File: src/rtl/seg_pkg.sv
// Shared types and constants for the multiplexed 8-segment display controller.
package seg_pkg;

    localparam int unsigned NUM_DIGITS_DEF = 4;
    localparam int unsigned SEG_W          = 8;
    localparam int unsigned WR_ADDR_W      = 2;

    typedef enum logic {
        PhBlank,
        PhDrive
    } phase_e;

    // Segment a = bit 0 ... g = bit 6, dp = bit 7.
    localparam logic [SEG_W-1:0] GLYPH_0 = 8'h3F;
    localparam logic [SEG_W-1:0] GLYPH_1 = 8'h06;
    localparam logic [SEG_W-1:0] GLYPH_2 = 8'h5B;
    localparam logic [SEG_W-1:0] GLYPH_3 = 8'h4F;
    localparam logic [SEG_W-1:0] GLYPH_4 = 8'h66;
    localparam logic [SEG_W-1:0] GLYPH_5 = 8'h6D;
    localparam logic [SEG_W-1:0] GLYPH_6 = 8'h7D;
    localparam logic [SEG_W-1:0] GLYPH_7 = 8'h07;
    localparam logic [SEG_W-1:0] GLYPH_8 = 8'h7F;
    localparam logic [SEG_W-1:0] GLYPH_9 = 8'h6F;
    localparam logic [SEG_W-1:0] GLYPH_A = 8'h77;
    localparam logic [SEG_W-1:0] GLYPH_B = 8'h7C;
    localparam logic [SEG_W-1:0] GLYPH_C = 8'h39;
    localparam logic [SEG_W-1:0] GLYPH_D = 8'h5E;
    localparam logic [SEG_W-1:0] GLYPH_E = 8'h79;
    localparam logic [SEG_W-1:0] GLYPH_F = 8'h71;

    function automatic logic [SEG_W-1:0] hex_glyph(input logic [3:0] nibble);
        logic [SEG_W-1:0] g;
        unique case (nibble)
            4'h0: g = GLYPH_0;
            4'h1: g = GLYPH_1;
            4'h2: g = GLYPH_2;
            4'h3: g = GLYPH_3;
            4'h4: g = GLYPH_4;
            4'h5: g = GLYPH_5;
            4'h6: g = GLYPH_6;
            4'h7: g = GLYPH_7;
            4'h8: g = GLYPH_8;
            4'h9: g = GLYPH_9;
            4'hA: g = GLYPH_A;
            4'hB: g = GLYPH_B;
            4'hC: g = GLYPH_C;
            4'hD: g = GLYPH_D;
            4'hE: g = GLYPH_E;
            default: g = GLYPH_F;
        endcase
        return g;
    endfunction

endpackage

File: src/rtl/seg_dbuf.sv
// Shadow/active segment banks with write handshake and frame-aligned commit.
module seg_dbuf
    import seg_pkg::*;
#(
    parameter int unsigned NUM_DIGITS = NUM_DIGITS_DEF,
    parameter int unsigned DIG_W      = 2
) (
    input  logic                 i_CLK,
    input  logic                 i_RST_N,
    input  logic                 i_wr_valid,
    output logic                 o_wr_ready,
    input  logic [WR_ADDR_W-1:0] i_wr_addr,
    input  logic [SEG_W-1:0]     i_wr_data,
    input  logic                 i_commit,
    input  logic                 i_boundary,
    input  logic [DIG_W-1:0]     i_rd_idx,
    output logic [SEG_W-1:0]     o_rd_data,
    output logic                 o_commit_done
);

    logic [SEG_W-1:0] shadow_q [NUM_DIGITS];
    logic [SEG_W-1:0] shadow_d [NUM_DIGITS];
    logic [SEG_W-1:0] active_q [NUM_DIGITS];
    logic [SEG_W-1:0] active_d [NUM_DIGITS];
    logic             pending_q, pending_d;
    logic             commit_done_q;
    logic             wr_fire;

    assign o_wr_ready    = !pending_q;
    assign o_commit_done = commit_done_q;

    always_comb begin
        shadow_d  = shadow_q;
        active_d  = active_q;
        pending_d = pending_q;
        wr_fire   = i_wr_valid && !pending_q;

        // Addresses beyond the last digit match no entry and are dropped.
        for (int i = 0; i < NUM_DIGITS; i++) begin
            if (wr_fire && (32'(i_wr_addr) == 32'(i))) begin
                shadow_d[i] = i_wr_data;
            end
        end

        // A commit arriving while one is already pending is absorbed.
        if (pending_q) begin
            if (i_boundary) begin
                active_d  = shadow_q;
                pending_d = 1'b0;
            end
        end else if (i_commit) begin
            pending_d = 1'b1;
        end
    end

    always_comb begin
        o_rd_data = '0;
        for (int i = 0; i < NUM_DIGITS; i++) begin
            if (32'(i_rd_idx) == 32'(i)) begin
                o_rd_data = active_q[i];
            end
        end
    end

    always_ff @(posedge i_CLK or negedge i_RST_N) begin
        if (!i_RST_N) begin
            shadow_q      <= '{default: '0};
            active_q      <= '{default: '0};
            pending_q     <= 1'b0;
            commit_done_q <= 1'b0;
        end else begin
            shadow_q      <= shadow_d;
            active_q      <= active_d;
            pending_q     <= pending_d;
            commit_done_q <= i_boundary && pending_q;
        end
    end

endmodule

File: src/rtl/seg_scan_ctrl.sv
// Digit scan controller: slot/digit counters, blank/drive phase FSM, PWM and
// registered drain/segment outputs fed from a double-buffered frame.
module seg_scan_ctrl
    import seg_pkg::*;
#(
    parameter int unsigned NUM_DIGITS = NUM_DIGITS_DEF,
    parameter int unsigned PRESCALE   = 4096,
    parameter int unsigned BLANK      = 64,
    parameter int unsigned PWM_BITS   = 4
) (
    input  logic                  i_CLK,
    input  logic                  i_RST_N,
    input  logic                  i_wr_valid,
    output logic                  o_wr_ready,
    input  logic [WR_ADDR_W-1:0]  i_wr_addr,
    input  logic [SEG_W-1:0]      i_wr_data,
    input  logic                  i_commit,
    output logic                  o_commit_done,
    input  logic [PWM_BITS-1:0]   i_brightness,
    input  logic                  i_oe,
    output logic                  o_frame_start,
    output logic [NUM_DIGITS-1:0] o_drains,
    output logic [SEG_W-1:0]      o_leds
);

    localparam int unsigned CNT_W = (PRESCALE > 1) ? $clog2(PRESCALE) : 1;
    localparam int unsigned DIG_W = (NUM_DIGITS > 1) ? $clog2(NUM_DIGITS) : 1;
    localparam logic [CNT_W-1:0] SLOT_LAST  = CNT_W'(PRESCALE - 1);
    localparam logic [DIG_W-1:0] DIGIT_LAST = DIG_W'(NUM_DIGITS - 1);

    logic [CNT_W-1:0]      slot_cnt_q, slot_cnt_d;
    logic [DIG_W-1:0]      digit_q, digit_d;
    phase_e                phase_q, phase_d;
    logic [PWM_BITS-1:0]   bright_q, bright_d;
    logic                  frame_start_q;
    logic [NUM_DIGITS-1:0] drains_q, drains_d;
    logic [SEG_W-1:0]      leds_q, leds_d;
    logic                  slot_wrap;
    logic                  frame_boundary;
    logic [PWM_BITS-1:0]   pwm;
    logic [SEG_W-1:0]      cur_seg;

    seg_dbuf #(
        .NUM_DIGITS (NUM_DIGITS),
        .DIG_W      (DIG_W)
    ) u_dbuf (
        .i_CLK         (i_CLK),
        .i_RST_N       (i_RST_N),
        .i_wr_valid    (i_wr_valid),
        .o_wr_ready    (o_wr_ready),
        .i_wr_addr     (i_wr_addr),
        .i_wr_data     (i_wr_data),
        .i_commit      (i_commit),
        .i_boundary    (frame_boundary),
        .i_rd_idx      (digit_q),
        .o_rd_data     (cur_seg),
        .o_commit_done (o_commit_done)
    );

    // Counters and phase next-state.
    always_comb begin
        slot_cnt_d     = slot_cnt_q + CNT_W'(1);
        digit_d        = digit_q;
        slot_wrap      = (slot_cnt_q == SLOT_LAST);
        frame_boundary = slot_wrap && (digit_q == DIGIT_LAST);
        bright_d       = bright_q;

        if (slot_wrap) begin
            slot_cnt_d = '0;
            digit_d    = (digit_q == DIGIT_LAST) ? '0 : digit_q + DIG_W'(1);
        end
        if (frame_boundary) begin
            bright_d = i_brightness;
        end

        phase_d = (32'(slot_cnt_d) < BLANK) ? PhBlank : PhDrive;
    end

    // Pin values for the current slot; registered below.
    always_comb begin
        pwm      = slot_cnt_q[PWM_BITS-1:0];
        drains_d = '0;
        leds_d   = '0;
        if (i_oe && (phase_q == PhDrive)) begin
            leds_d = cur_seg;
            if (pwm < bright_q) begin
                for (int i = 0; i < NUM_DIGITS; i++) begin
                    drains_d[i] = (32'(digit_q) == 32'(i));
                end
            end
        end
    end

    always_ff @(posedge i_CLK or negedge i_RST_N) begin
        if (!i_RST_N) begin
            slot_cnt_q    <= '0;
            digit_q       <= '0;
            phase_q       <= PhBlank;
            bright_q      <= '0;
            frame_start_q <= 1'b0;
            drains_q      <= '0;
            leds_q        <= '0;
        end else begin
            slot_cnt_q    <= slot_cnt_d;
            digit_q       <= digit_d;
            phase_q       <= phase_d;
            bright_q      <= bright_d;
            frame_start_q <= frame_boundary;
            drains_q      <= drains_d;
            leds_q        <= leds_d;
        end
    end

    assign o_frame_start = frame_start_q;
    assign o_drains      = drains_q;
    assign o_leds        = leds_q;

endmodule

File: config.mk
export PLATFORM = sky130hd
export DESIGN_NAME = seg_scan_ctrl
export DESIGN_NICKNAME = d
export VERILOG_FILES = /design/src/rtl/seg_pkg.sv /design/src/rtl/seg_dbuf.sv /design/src/rtl/seg_scan_ctrl.sv
export SDC_FILE = /design/constraint.sdc
export NUM_CORES = 1
export LEC_CHECK = 0
export BUFFER_PORTS_ARGS = -buffer_cell sky130_fd_sc_hd__buf_2
export CORE_MARGIN = 2
export CORE_UTILIZATION = 53
export CTS_CLUSTER_SIZE = 16
export DETAILED_ROUTE_END_ITERATION = 16
export PLACE_DENSITY_LB_ADDON = 0.08
export SLEW_MARGIN = 5
export SYNTH_ARGS = -nofsm -noshare
export SYNTH_HDL_FRONTEND = slang
export SYNTH_SLANG_ARGS = --single-unit
File: constraint.sdc
create_clock -name i_CLK -period 1.7 [get_ports i_CLK]
set_input_delay 0.085 -clock i_CLK [delete_from_list [all_inputs] [get_ports i_CLK]]
set_output_delay 0.085 -clock i_CLK [all_outputs]
set_load 0.005 [all_outputs]
Word level (Yosys, flattened, before mapping)
Index checks and enable logic that the tools add are counted.
Widths: inputs -> output; s select.
{"block": "word_totals", "register_bits": 98, "in_bits": 19, "out_inout_bits": 15, "wordCells": 53}
{"block": "op_classes", "add_sub_neg": 2, "magnitude_cmp": 2, "eq_ne": 7, "mux": 13, "n_reduce_logical": 12}
{"cell": "$mux 8", "count": 5}
{"cell": "$add 12x1->12 const B", "count": 1}
{"cell": "$eq 12x12->1 const B", "count": 1}
{"cell": "$lt 12x7->1 const B", "count": 1}
{"cell": "$mux 12", "count": 1}
{"cell": "$eq 2x2->1 const B", "count": 4}
{"cell": "$logic_and 1x1->1", "count": 8}
{"cell": "$mux 4", "count": 2}
{"cell": "$eq 2x1->1 const B", "count": 2}
{"cell": "$logic_not 2->1", "count": 2}
{"cell": "$lt 4x4->1", "count": 1}
{"cell": "$mux 1", "count": 4}
{"cell": "$add 2x1->2 const B", "count": 1}
{"cell": "$mux 2", "count": 1}
{"cell": "$reduce_and 2->1", "count": 1}
{"cell": "$logic_not 1->1", "count": 1}

Depth between registers and ports, before layout
{"block": "logic_depth", "ltp_word": 6, "mapped_depth": 9, "mapped_depth_nobuf": 7}

Hierarchy
Synthesis repeated with hierarchy kept, for this count alone.
{"block": "hier_totals", "hier_cells": 288, "area_unflattened_um2": 4230.3}
{"module": "seg_dbuf", "instances": 1, "cells_per_inst": 154, "area_each_um2": 2661.3, "seq_area_each_um2": 1651.6}
{"module": "seg_scan_ctrl", "instances": 1, "cells_per_inst": 134, "area_each_um2": 1569.0, "seq_area_each_um2": 800.8}

Worst setup path after synthesis
OpenSTA, ideal clock, no wires.
{"block": "synth_timing", "kind": "reg-to-reg", "from": "reg slot_cnt_q[0]", "to": "reg u_dbuf.active_q[0] (netlist bit)", "setup_time_ns": 0.125, "arrival_ns": 1.715, "required_time_ns": 1.575, "setup_slack_ns": -0.140, "stages_incl_launch_ff": 9, "n_path_buf": 2, "synth_period_minus_slack_ns": 1.840, "path_cell_list": "dfrtp_1 ha_1 nand3_4 nor2_4 and3_4 buf_12 nand2_8 buf_12 mux2_4"}
{"block": "synth_between", "elab_chain_cells": 3}
{"item": "from (decl)", "line": "seg_scan_ctrl.sv:31", "rtl": "logic [CNT_W-1:0] slot_cnt_q, slot_cnt_d;"}
{"item": "from (signal assigned)", "line": "seg_scan_ctrl.sv:104", "rtl": "slot_cnt_q <= slot_cnt_d;"}
{"item": "$eq 12x12->1", "line": "seg_scan_ctrl.sv:64", "rtl": "slot_wrap = (slot_cnt_q == SLOT_LAST);"}
{"item": "$logic_and 1x1->1", "line": "seg_scan_ctrl.sv:65", "rtl": "frame_boundary = slot_wrap && (digit_q == DIGIT_LAST);"}
{"item": "named net frame_boundary", "line": "seg_scan_ctrl.sv:39", "rtl": "logic frame_boundary;"}
{"item": "$reduce_and 2->1 (no source line)"}
{"item": "to (signal assigned)", "line": "seg_dbuf.sv:73", "rtl": "active_q <= active_d;"}
{"item": "to (decl)", "line": "seg_dbuf.sv:23", "rtl": "logic [SEG_W-1:0] active_q [NUM_DIGITS];"}
The timed path passes the listed nets, and every way through them passes these cells.
A chain may end at the register's enable or synchronous reset.

Final worst setup path
{"block": "layout_timing", "from": "reg slot_cnt_q[0]", "to": "reg u_dbuf.active_q[11] (netlist bit)"}
{"block": "layout_between", "elab_chain_cells": 3}
{"item": "$eq 12x12->1", "line": "seg_scan_ctrl.sv:64"}
{"item": "$logic_and 1x1->1", "line": "seg_scan_ctrl.sv:65"}
{"item": "$reduce_and 2->1 (no source line)"}
No other way between the ends.

==> impl_results.md <==
- R2R Setup Slk: -0.06 ns
- Max_slew headroom: 68.65%
- Final nets: 413
- CP max FO: 17
- Clock latency on the worst-skew pair: 0.36 ns
- Post-synth ARST share: 100.0%
- Sequential Power Share: 59.7%
- WHS: 0.01484 ns
- Reg2reg end: u_dbuf.active_q[11]$_DFFE_PN0P_
- Largest net degree at the start of global routing: 39
- Switching power: 0.9706 mW
- Layout cells sized above 1: 43.22%
- Crit Reg-Reg Startpoint: slot_cnt_q[0]$_DFF_PN0_
- Vias per cell: 5.339
- Filler cell count: 616
- Switching share of total power: 24.03%
- CP max stage cell: dfrtp_1
- Pins Over Slew Limit: 0
- Initial antenna violation count: 0
- Pwr dens: 781.5 mW/mm2
- CTS Buf Count: 9
- Critical path endpoint category: flip-flop
- Pint: 3.069 mW
- Input/output buffers: 33
- Max VDD drop: 0.5992 mV
- Failing checks: negative setup slack
- Worst Hold Class: primary input to flip-flop
- Starting Density: 54.78%
- Core Box Area: 0.007767 mm2
- Fin crit share: 103.5%
- Die Ht: 93.61 um
- Xor and xnor area share after synthesis: 1.647%
- H-tree Lvls: 3
- Fin worst setup slack: -0.05908 ns
- RSZ-0062 raised after global routing: true
- WP data arrival: 2.00 ns
- Share of total power in the clock network: 36.3%
- CP required: 1.94 ns
- Final Skew: 0.01207 ns
- Adder-Cell Fraction of Synth Area: 2.352%
- Outcome: complete, but fails checks
- Worst-Margin Slew: 0.4702 ns
- Final worst path period need: 1.759 ns
- Total track usage: 21.34%
- Clk pin slew, worst setup/hold paths: 0.10 ns
- Residual DRC: 0
- DP HPWL: 5.357 mm
- Post-synth EDFFs: 0
- Post-synthesis compound-gate area fraction: 5.616%
- Routed Antenna Nets: 0
- Critical path class: flip-flop to flip-flop
- Max Cap Viol: 0
- Leak pwr: 2.690 nW
- Avg Cell Area, Syn: 14.04 um2
- Die X: 93.61 um
- Yosys reg bits: 98
- First-pass GRT wire length: 14.03 mm
- Peak Freq: 568.5 MHz
- Simple-Gate Fraction of Synth Area: 9.703%
- Register area share after synthesis: 57.63%
- Post-synthesis mux area share: 19.67%
- R2r worst-path depth: 6
- Syn-to-layout area delta: 21.46%
- CTS Sinks: 98
- Synth cell types: 42
- Final hold violation count: 0
- # diodes: 0
- Via count: 2632
- Logic pwr share: 4.0%
- Vias in the first global route: 2747
- Combinational family with the most area after synthesis: multiplexers
- Mapped cell area: 0.004255 mm2
- Initial DRC Count: 85
- Critical path cell sequence: ha_4 -> nand3_4 -> nor2_4 -> and3_4 -> nand2_8 -> mux2_4
- Ports: 34
- First-pass DRT Iterations: 4
- CP Launch Type: flip-flop
- Placer Congestion: 0.8448
- Post-Synthesis Cells: 303
- Final design utilization: 66.54%
- Final WL: 8.424 mm
- Top FF cell, synth: dfrtp_1
- Longest Clk Path Bufs: 2
- Buffers & Inverters on Critical Path: 0
- Final setup vio count: 27
- Synth warn: 0
- CTS tree: built
- Critical path depth: 6
- GR Overflow Total: 0
- CP endpoint: u_dbuf.active_q[11]$_DFFE_PN0P_
- Root Driver: clkbuf_8
- Syn nets: 330
- Slowest stage delay, CP: 0.42 ns
- Row cnt: 32
- Avg WL per Cell: 17.09 um
- CP Launch Point: slot_cnt_q[0]$_DFF_PN0_
- Critical path's top delay family: simple AND/OR/NAND/NOR gates
- Setup_tns: -1.174 ns
- Die area: 0.008762 mm2
per-stage QoR:
stage               std cells  area (um2)  power [mW]  setup WS [ns]
floorplan                 303        4272       2.502       -0.06381
global placement          458        4735       2.596       -0.06270
detailed placement        458        4735       2.604        -0.1061
CTS                       491        5111       4.089       -0.06150
global route              493        5169       4.189        -0.1461
finish                    493        5169       4.039       -0.05908
metal layers:
layer  vias up  part of all wire (%)  global-route usage, %
met3        12                   3.2                  3.223
met1      1324                    46                  29.02
met2        35                    49                  35.07
met4         0                   1.6                  7.609
li1       1261                     -                      -
met5         -                     0                      0
synth_stat cells, drive strengths merged (3+ instances only):
library cell   n  area, um2
a21oi         10      50.05
a221oi         8      70.07
a31oi          4      25.02
and2           5      33.78
and3           5      36.28
buf            6      87.58
clkbuf         7      26.28
dfrtp         98       2452
ha             8      100.1
inv            8      30.03
mux2          65      837.1
nand2          9      50.05
nand4          3      18.77
nor2          14      60.06
nor2b         10      62.56
nor3           9      45.04
nor4           3      18.77
o21ai          6      30.03
xnor2          3      26.28
xor2           5      43.79
state kept, by name, summed over array words and instances, names as in the netlist:
register	cells
u_dbuf.active_q	32
u_dbuf.shadow_q	32
slot_cnt_q	12
o_leds	8
bright_q	4
o_drains	4
digit_q	2
o_frame_start	1
phase_q	1
u_dbuf.o_commit_done	1
u_dbuf.pending_q	1
logic make-up after synthesis:
family / after synthesis
compound gates: 36
mux: 65
fa+ha+maj: 8
flops: 98
simple gates: 67
buf+inv: 21
xor+xnor: 8
cell usage in the layout, fill, tap and decap left out, drive strengths merged, types with 8 or more instances in the layout:
cell | netlist | layout
nand2 | 9 | 12
mux2 | 65 | 65
dfrtp | 98 | 98
dlygate4sd3 | 0 | 12
nor2 | 14 | 14
clkbuf | 7 | 10
nor2b | 10 | 10
buf | 6 | 70
a21oi | 10 | 10
nor3 | 9 | 9
inv | 8 | 10
ha | 8 | 8
a221oi | 8 | 8
how the worst min path moves through the flow:
stage | slack [ns] | endpoint | from | cells after the start
2_1_floorplan | -0.21 | bright_q[0]$_DFFE_PN0N_ | i_RST_N | 0
3_3_place_gp | 0.07 | bright_q[2]$_DFFE_PN0N_ | i_RST_N | 1
3_5_place_dp | 0.07 | bright_q[2]$_DFFE_PN0N_ | i_RST_N | 1
4_1_cts | 0.001 | u_dbuf.shadow_q[29]$_DFFE_PN0P_ | i_wr_data[5] | 2
5_1_grt | 0.005 | u_dbuf.shadow_q[13]$_DFFE_PN0P_ | i_wr_data[5] | 2
6_report | 0.01 | u_dbuf.shadow_q[29]$_DFFE_PN0P_ | i_wr_data[5] | 2
power by group through the flow:
| stage | Sequential, mW | Combinational, mW | Clock, mW |
|---|---|---|---|
| floorplan | 2.45 | 0.0520 | 0 |
| detailed placement | 2.46 | 0.144 | 0 |
| CTS | 2.41 | 0.166 | 1.51 |
| finish | 2.41 | 0.161 | 1.47 |
| global route | 2.42 | 0.182 | 1.59 |
| global placement | 2.46 | 0.139 | 0 |
area by class of cell:
type                       instances  area, um2  area share [%]
tap                              102      127.6           2.469
clock buffer                      10      137.6           2.663
inverter                           8      30.03          0.5810
timing repair buffer              82      598.1           11.57
clock inverter                     6      58.81           1.138
multi-input combinational        187       1763           34.11
sequential                        98       2454           47.47
what timing repair did:
item | 4_1_cts | 5_1_grt
setup endpoints to repair | 41 | 41
hold buffers | 12 | 0
buffers inserted | 2 | 2
gates cloned | 3 | 0
pin swaps | 2 | 3
gates resized for setup | 2 | 10
endpoints found under the hold margin | 60 | 0
(Power assumes the default switching activity.)
